$ cat src/rtl/snn_pkg.sv
// Shared constants and state encoding for the SNN input loader.
package snn_pkg;
    localparam int NUM_PIXELS    = 784;
    localparam int BYTES_PER_IMG = 98;

    typedef enum logic [1:0] {
        LOAD  = 2'd0,
        START = 2'd1,
        RUN   = 2'd2
    } loader_state_t;
endpackage

$ cat src/rtl/pixel_buf.sv
// Byte-wide image store with a registered, bit-selected 1-bit read port.
module pixel_buf #(
    parameter int DEPTH      = 98,
    parameter int NUM_PIXELS = 784
) (
    input  logic       clk,
    input  logic       rst_n,
    input  logic       we,
    input  logic [6:0] waddr,
    input  logic [7:0] wdata,
    input  logic [9:0] raddr,
    output logic       q
);
    logic [7:0] mem [DEPTH];

    // Storage is deliberately left uninitialised by reset.
    always_ff @(posedge clk) begin
        if (we) begin
            mem[waddr] <= wdata;
        end
    end

    always_ff @(posedge clk) begin
        if (!rst_n) begin
            q <= 1'b0;
        end else if (raddr < 10'(NUM_PIXELS)) begin
            q <= mem[raddr[9:3]][raddr[2:0]];
        end else begin
            q <= 1'b0;
        end
    end
endmodule

$ cat src/rtl/snn_input_loader.sv
// Buffers a UART-delivered binary image, kicks the SNN core and serves its pixel reads.
//
//   state | meaning
//   LOAD  | accepting image bytes from the UART
//   START | one-cycle start pulse to the core
//   RUN   | inference in flight, waiting for done
module snn_input_loader #(
    parameter int NUM_PIXELS    = snn_pkg::NUM_PIXELS,
    parameter int BYTES_PER_IMG = snn_pkg::BYTES_PER_IMG
) (
    input  logic       clk,
    input  logic       rst_n,
    input  logic       rx_rdy,
    input  logic [7:0] rx_data,
    input  logic [9:0] addr_input_unit,
    output logic       q_input,
    output logic       start,
    input  logic       done,
    output logic       busy,
    output logic       overrun,
    output logic [6:0] byte_cnt
);
    import snn_pkg::*;

    localparam logic [6:0] LAST_BYTE = 7'(BYTES_PER_IMG - 1);

    loader_state_t state_q, state_d;
    logic          wr_en;

    always_comb begin
        state_d = state_q;
        case (state_q)
            LOAD:    if (rx_rdy && byte_cnt == LAST_BYTE) state_d = START;
            START:   state_d = RUN;
            RUN:     if (done) state_d = LOAD;
            default: state_d = LOAD;
        endcase
    end

    assign wr_en = (state_q == LOAD) && rx_rdy;
    assign start = (state_q == START);
    assign busy  = (state_q == START) || (state_q == RUN);

    always_ff @(posedge clk) begin
        if (!rst_n) begin
            state_q  <= LOAD;
            byte_cnt <= 7'd0;
            overrun  <= 1'b0;
        end else begin
            state_q <= state_d;
            if (wr_en) begin
                byte_cnt <= byte_cnt + 7'd1;
            end else if (state_q == RUN && done) begin
                byte_cnt <= 7'd0;
            end
            // A strobe coincident with done in RUN is still dropped.
            if (rx_rdy && state_q != LOAD) begin
                overrun <= 1'b1;
            end else if (wr_en && byte_cnt == 7'd0) begin
                overrun <= 1'b0;
            end
        end
    end

    pixel_buf #(
        .DEPTH      (BYTES_PER_IMG),
        .NUM_PIXELS (NUM_PIXELS)
    ) u_pixel_buf (
        .clk   (clk),
        .rst_n (rst_n),
        .we    (wr_en),
        .waddr (byte_cnt),
        .wdata (rx_data),
        .raddr (addr_input_unit),
        .q     (q_input)
    );
endmodule

$ cat config.mk
export PLATFORM = sky130hd
export DESIGN_NAME = snn_input_loader
export DESIGN_NICKNAME = d
export VERILOG_FILES = /design/src/rtl/snn_pkg.sv /design/src/rtl/pixel_buf.sv /design/src/rtl/snn_input_loader.sv
export SDC_FILE = /design/constraint.sdc
export NUM_CORES = 1
export LEC_CHECK = 0
export CELL_PAD_IN_SITES_DETAIL_PLACEMENT = 0
export CELL_PAD_IN_SITES_GLOBAL_PLACEMENT = 1
export CORE_UTILIZATION = 25
export CTS_BUF_LIST = sky130_fd_sc_hd__clkbuf_8
export CTS_CLUSTER_DIAMETER = 120
export DETAILED_ROUTE_END_ITERATION = 8
export PLACE_DENSITY = 0.44
export RECOVER_POWER = 25
export SYNTH_ARGS = -nofsm -noshare
export SYNTH_HDL_FRONTEND = slang
export SYNTH_SLANG_ARGS = --single-unit
export TNS_END_PERCENT = 10
$ cat constraint.sdc
create_clock -name clk -period 4.11 [get_ports clk]
set_clock_uncertainty 0.2 [all_clocks]
set_input_delay 0.822 -clock clk [delete_from_list [all_inputs] [get_ports clk]]
set_output_delay 0.822 -clock clk [all_outputs]
set_load 0.02 [all_outputs]
* Word level (Yosys, flattened, before mapping)
Memories as Yosys holds them, arrays and structs flattened.
Cells that the tools add are included.
** Operators by class
- $add $sub $neg :: 1
- Order comparisons :: 2
- Eq/ne operators :: 5
- Muxes and demuxes :: 11
- Reduce and logical (&&, ||, !) cells :: 13
** Operators by type and width (count)
- $mux W7 :: 2
- $lt A10 B10 Y1 const B :: 1
- $add A7 B1 Y7 const B :: 1
- $eq A7 B7 Y1 const B :: 1
- $logic_not A7 Y1 :: 1
- $pmux W2 S3 :: 1
- $reduce_bool A2 Y1 :: 3
- $logic_and A1 B1 Y1 :: 5
- $mux W1 :: 5
- $lt A3 B4 Y1 const B :: 1
- $mux W2 :: 2
- $ne A2 B2 Y1 const B :: 2
- $reduce_and A2 Y1 :: 2
- $bmux W1 S3 :: 1
- $eq A2 B1 Y1 const B :: 1
- $eq A2 B2 Y1 const B :: 1
- $logic_not A2 Y1 :: 1
- $logic_or A1 B1 Y1 :: 1
** Word-level totals
- Flip-flop bits (word level) :: 11
- RAM bits :: 784
- Bits of input ports :: 22
- Output and inout bits :: 11
- Logic and storage cells :: 37
- Memories kept :: 1
** Memory list
- u_pixel_buf.mem :: depth 98, bits a word 8, rd ports 1, clocked after Yosys merged registers in 0, wr ports 1, RTL line pixel_buf.sv:14 : logic [7:0] mem [DEPTH];

* Logic depth before layout (Yosys ltp)
- Depth after elaboration :: 5
- Gate-level depth with buffers :: 14
- Mapped depth without buffers :: 8

* Hierarchy
Synthesis repeated with hierarchy kept, for this count alone.
** Second synthesis, totals
- Cell total of the unflattened synthesis :: 1620
- Area, all modules :: 31789.2 um2
** Modules (own cells, without submodules)
- pixel_buf :: instances 1, cells each 1555, area an instance 31221.2 um2, sequential area each 23562.6 um2
- snn_input_loader :: instances 1, cells each 65, area an instance 568.0 um2, sequential area each 200.2 um2

* Worst setup path before layout
OpenSTA, ideal clock, no wires.
- Path type :: input-to-reg
- Start :: input addr_input_unit[3]
- End :: register u_pixel_buf.q
- Library setup time :: 0.136 ns
- Arrival :: 2.901 ns
- Data required time :: 3.774 ns
- Path slack :: 0.873 ns
- Stages on the path :: 13
- Path buffers :: 5
- Path through :: buf_6 > buf_12 > buf_8 > buf_12 > buf_12 > mux4_1 > mux2_2 > nand2_1 > o21ai_1 > a311oi_1 > a31oi_1 > o21ai_1 > o211ai_1
** Between the ends
- Cells in the longest elaborated chain, start to end :: 3
- Elaborated cells on any way between the ends :: 5
- Those cells by class :: 1 x order compare; 2 x mux; 1 x reduce/logical; 1 x memory
** Ends and longest elaborated chain
- start, declared :: RTL line snn_input_loader.sv:15 : input logic [9:0] addr_input_unit,
- $mem_v2 Z98 W8
- $bmux W1 S3 :: RTL line pixel_buf.sv:27 : q <= mem[raddr[9:3]][raddr[2:0]];
- $mux W1 (not written as such) :: RTL line pixel_buf.sv:27
- end signal, assigned :: RTL line pixel_buf.sv:27
- end, declared :: RTL line pixel_buf.sv:12 : output logic q
Several ways; a longest one is shown, not always the timed one. The select of a mux whose other input is x is not followed.
A chain may end at the register's enable or synchronous reset.

* Worst setup path in the final report
- Start :: input rx_data[2]
- End :: memory u_pixel_buf.mem[48][2] (data pin)
** RTL lines
- start, declared :: RTL line snn_input_loader.sv:14 : input logic [7:0] rx_data,
- end, declared :: RTL line pixel_buf.sv:14
Straight into the memory's write port.

==> results.json <==
{
  "drt-total-wl_um": 95800,
  "hp-start": "overrun",
  "place.gp.congestion": 0.779,
  "cp_slowest_cell": "clkbuf_1",
  "synth_top_area_cell": "edfxtp_1",
  "dieHeight_um": 358,
  "outcome": "complete, but fails checks",
  "cts_buffers": 145,
  "synth_edf_count": 784,
  "grt_util_all_layers_pct": 15.1,
  "fin_crit_ns": 3.22,
  "synth_area_leaders": "edfxtp_1 74%, mux4_2 8.5%, mux2i_1 3.3%",
  "cp-start-kind": "input pin",
  "start_util_pct": 25.2,
  "critPathCaptureType": "flip-flop",
  "overflow": 0,
  "htreeDepth": 4,
  "peakVddDrop_v": 0.000242,
  "netlist.area_leader.share_pct": 74.4,
  "placed_area_um2": 35300,
  "drive_gt1_share_pct": 26.8,
  "post-route-period-util_pct": 78.4,
  "ctsResizeCount": 0,
  "hp-class": "reg2reg",
  "ys_async_sr_fraction_pct": 0,
  "leakage_nw": 12.4,
  "drc": 0,
  "synth_area_um2": 31600,
  "grt_start_max_net_pins": 99,
  "ys_seq_elements": 795,
  "yosysMostFrequentCell": "edfxtp_1",
  "std_cell_rows": 130,
  "power.density_nw_per_um2": 441,
  "arrival_ns": 3.17,
  "required_ns": 4.06,
  "antenna_left": 0,
  "path_class": "in2reg",
  "antenna_found_initial": 1,
  "dpl.hpwl_um": 60700,
  "tightest_slew_ns": 2.99,
  "r2r_start": "state_q[0]",
  "rsz0062_at_grt": "false",
  "fmax_mhz": 310,
  "grt_first_pass_wirelength_um": 135000,
  "synth_ff_type": "edfxtp_1",
  "dr_wl_met3_um": 4340,
  "cp_max_fo": 54,
  "coreArea_um2": 126000,
  "ys_types": 57,
  "synth_nets": 1636,
  "syn_inst": 1608,
  "crit_chain": "clkbuf_1, clkbuf_1",
  "syn_avg_cell_area_um2": 19.7,
  "clock_latency_ns": 0.81,
  "io_buffers": 32,
  "wl_per_cell_um": 26.0,
  "clockBufferDepth": 3,
  "slew_viol_final": 472,
  "synthTopCellsByCount": "784 x edfxtp_1, 127 x nor2_1, 119 x mux4_2",
  "hold_viol": 0,
  "vias_per_cell": 4.56,
  "met1_length_um": 44000,
  "cts_tree": "done",
  "ys_warn_count": 0,
  "num-nets-final": 1946,
  "power.total_mw": 16.7,
  "wl_met2_um": 45600,
  "path_delay_family": "buffers and inverters",
  "post-route-util_pct": 30.1,
  "final_cell_area_um2": 37800,
  "top_layer": "met4",
  "post-cts-setup-buffers": 0,
  "cp_slowest_stage_delay_ns": 2.07,
  "crit_start": "rx_data[2]",
  "cts-root-buf": "clkbuf_8",
  "violations": "capacitance limit, slew limit",
  "syn2layout_area_growth_pct": 19.6,
  "ys_seq_area_share_pct": 75.1,
  "ios": 33,
  "die_w_um": 358,
  "dieArea_um2": 128000,
  "relSlewSlack_pct": -99.0,
  "cp.buffers_inverters": 2,
  "vias": 16800,
  "clkSinkCount": 795,
  "postCtsHoldBufs": 0,
  "drt_iter0_drc": 1253,
  "dr.pass1.iters": 5,
  "grt_pass1_vias": 17500,
  "setup_violations": 0,
  "cp_common_cell": "clkbuf_1",
  "maxCapViolCount": 7,
  "clk_pin_slew_ns": 0.05
}
path summary, 6_finish.rpt:
| path | to | slack [ns] | cells past startpoint |
|---|---|---|---|
| min | overrun | 0.33 | 2 |
| min reg2reg | overrun | 0.33 | 2 |
| max | u_pixel_buf.mem[48][2] | 0.89 | 2 |
| max reg2reg | u_pixel_buf.mem[85][3] | 1.02 | 8 |
cells by family after synthesis:
| logic type | share of synthesized area (%) |
|---|---|
| muxes | 15.1 |
| and+or+nand+nor | 3.79 |
| DFF | 75.1 |
| adders and majority gates | 0.237 |
| buffers and inverters | 2.12 |
| AOI/OAI and AO/OA | 3.64 |
cell type report:
| type | instances | area (um^2) |
|---|---|---|
| antenna | 3 | 7.51 |
| clock buffer | 148 | 2040 |
| clock inverter | 115 | 564 |
| fill | 12400 | 87700 |
| inverter | 10 | 37.5 |
| multi-input combinational | 713 | 7200 |
| sequential | 795 | 23800 |
| tap | 1650 | 2060 |
| timing repair buffer | 253 | 2150 |
metrics by stage:
step / TNS, ns / std cells / hold slack [ns] / setup slack [ns]
finish: 0 / 3687 / 0.330 / 0.888
global route: 0 / 3685 / 0.365 / 0.797
CTS: 0 / 3684 / 0.272 / 0.845
detailed placement: 0 / 3421 / 0.323 / 0.0902
global placement: -0.0404 / 3421 / 0.311 / -0.0404
floorplan: 0 / 1608 / 0.357 / 0.873
layer usage:
metal / vias to the layer above / global-route usage, %
met2: 431 / 24.3
li1: 7301 / -
met1: 8945 / 20.6
met5: - / 0
met3: 123 / 2.92
met4: 0 / 4.15
sequential cells by signal (all words and copies together) (netlist names):
name	flops
state_q	2
byte_cnt	7
u_pixel_buf.mem	784
u_pixel_buf.q	1
overrun	1
layout by cell type, fill, tap and decap left out, types with 4 or more instances in the layout:
master / count
a211oi_1: 15
clkinv_1: 41
a21oi_1: 27
dfxtp_1: 11
inv_1: 51
nand2b_1: 6
o221ai_1: 38
clkinv_2: 19
clkdlybuf4s50_1: 20
a31oi_1: 4
nor4_1: 8
mux2_2: 15
nor3_1: 15
clkbuf_1: 4
edfxtp_1: 784
o22ai_1: 20
mux4_1: 34
a2111oi_0: 6
clkinvlp_4: 5
buf_4: 201
clkbuf_8: 148
and3_1: 4
or3_1: 4
mux2i_1: 103
nor2b_1: 19
mux4_2: 119
ha_1: 6
clkbuf_2: 5
nand2_1: 61
o21ai_0: 25
a21boi_0: 4
a311oi_1: 4
nand3_1: 14
nor2_1: 127
buf_12: 18
power breakdown:
part	internal [mW]	switching [mW]	leakage [nW]
Sequential	8.93	0.00852	7.14
Clock	3.49	3.30	1.49
Combinational	0.337	0.617	3.79
Total	12.8	3.93	12.4
(Power assumes the default switching activity.)
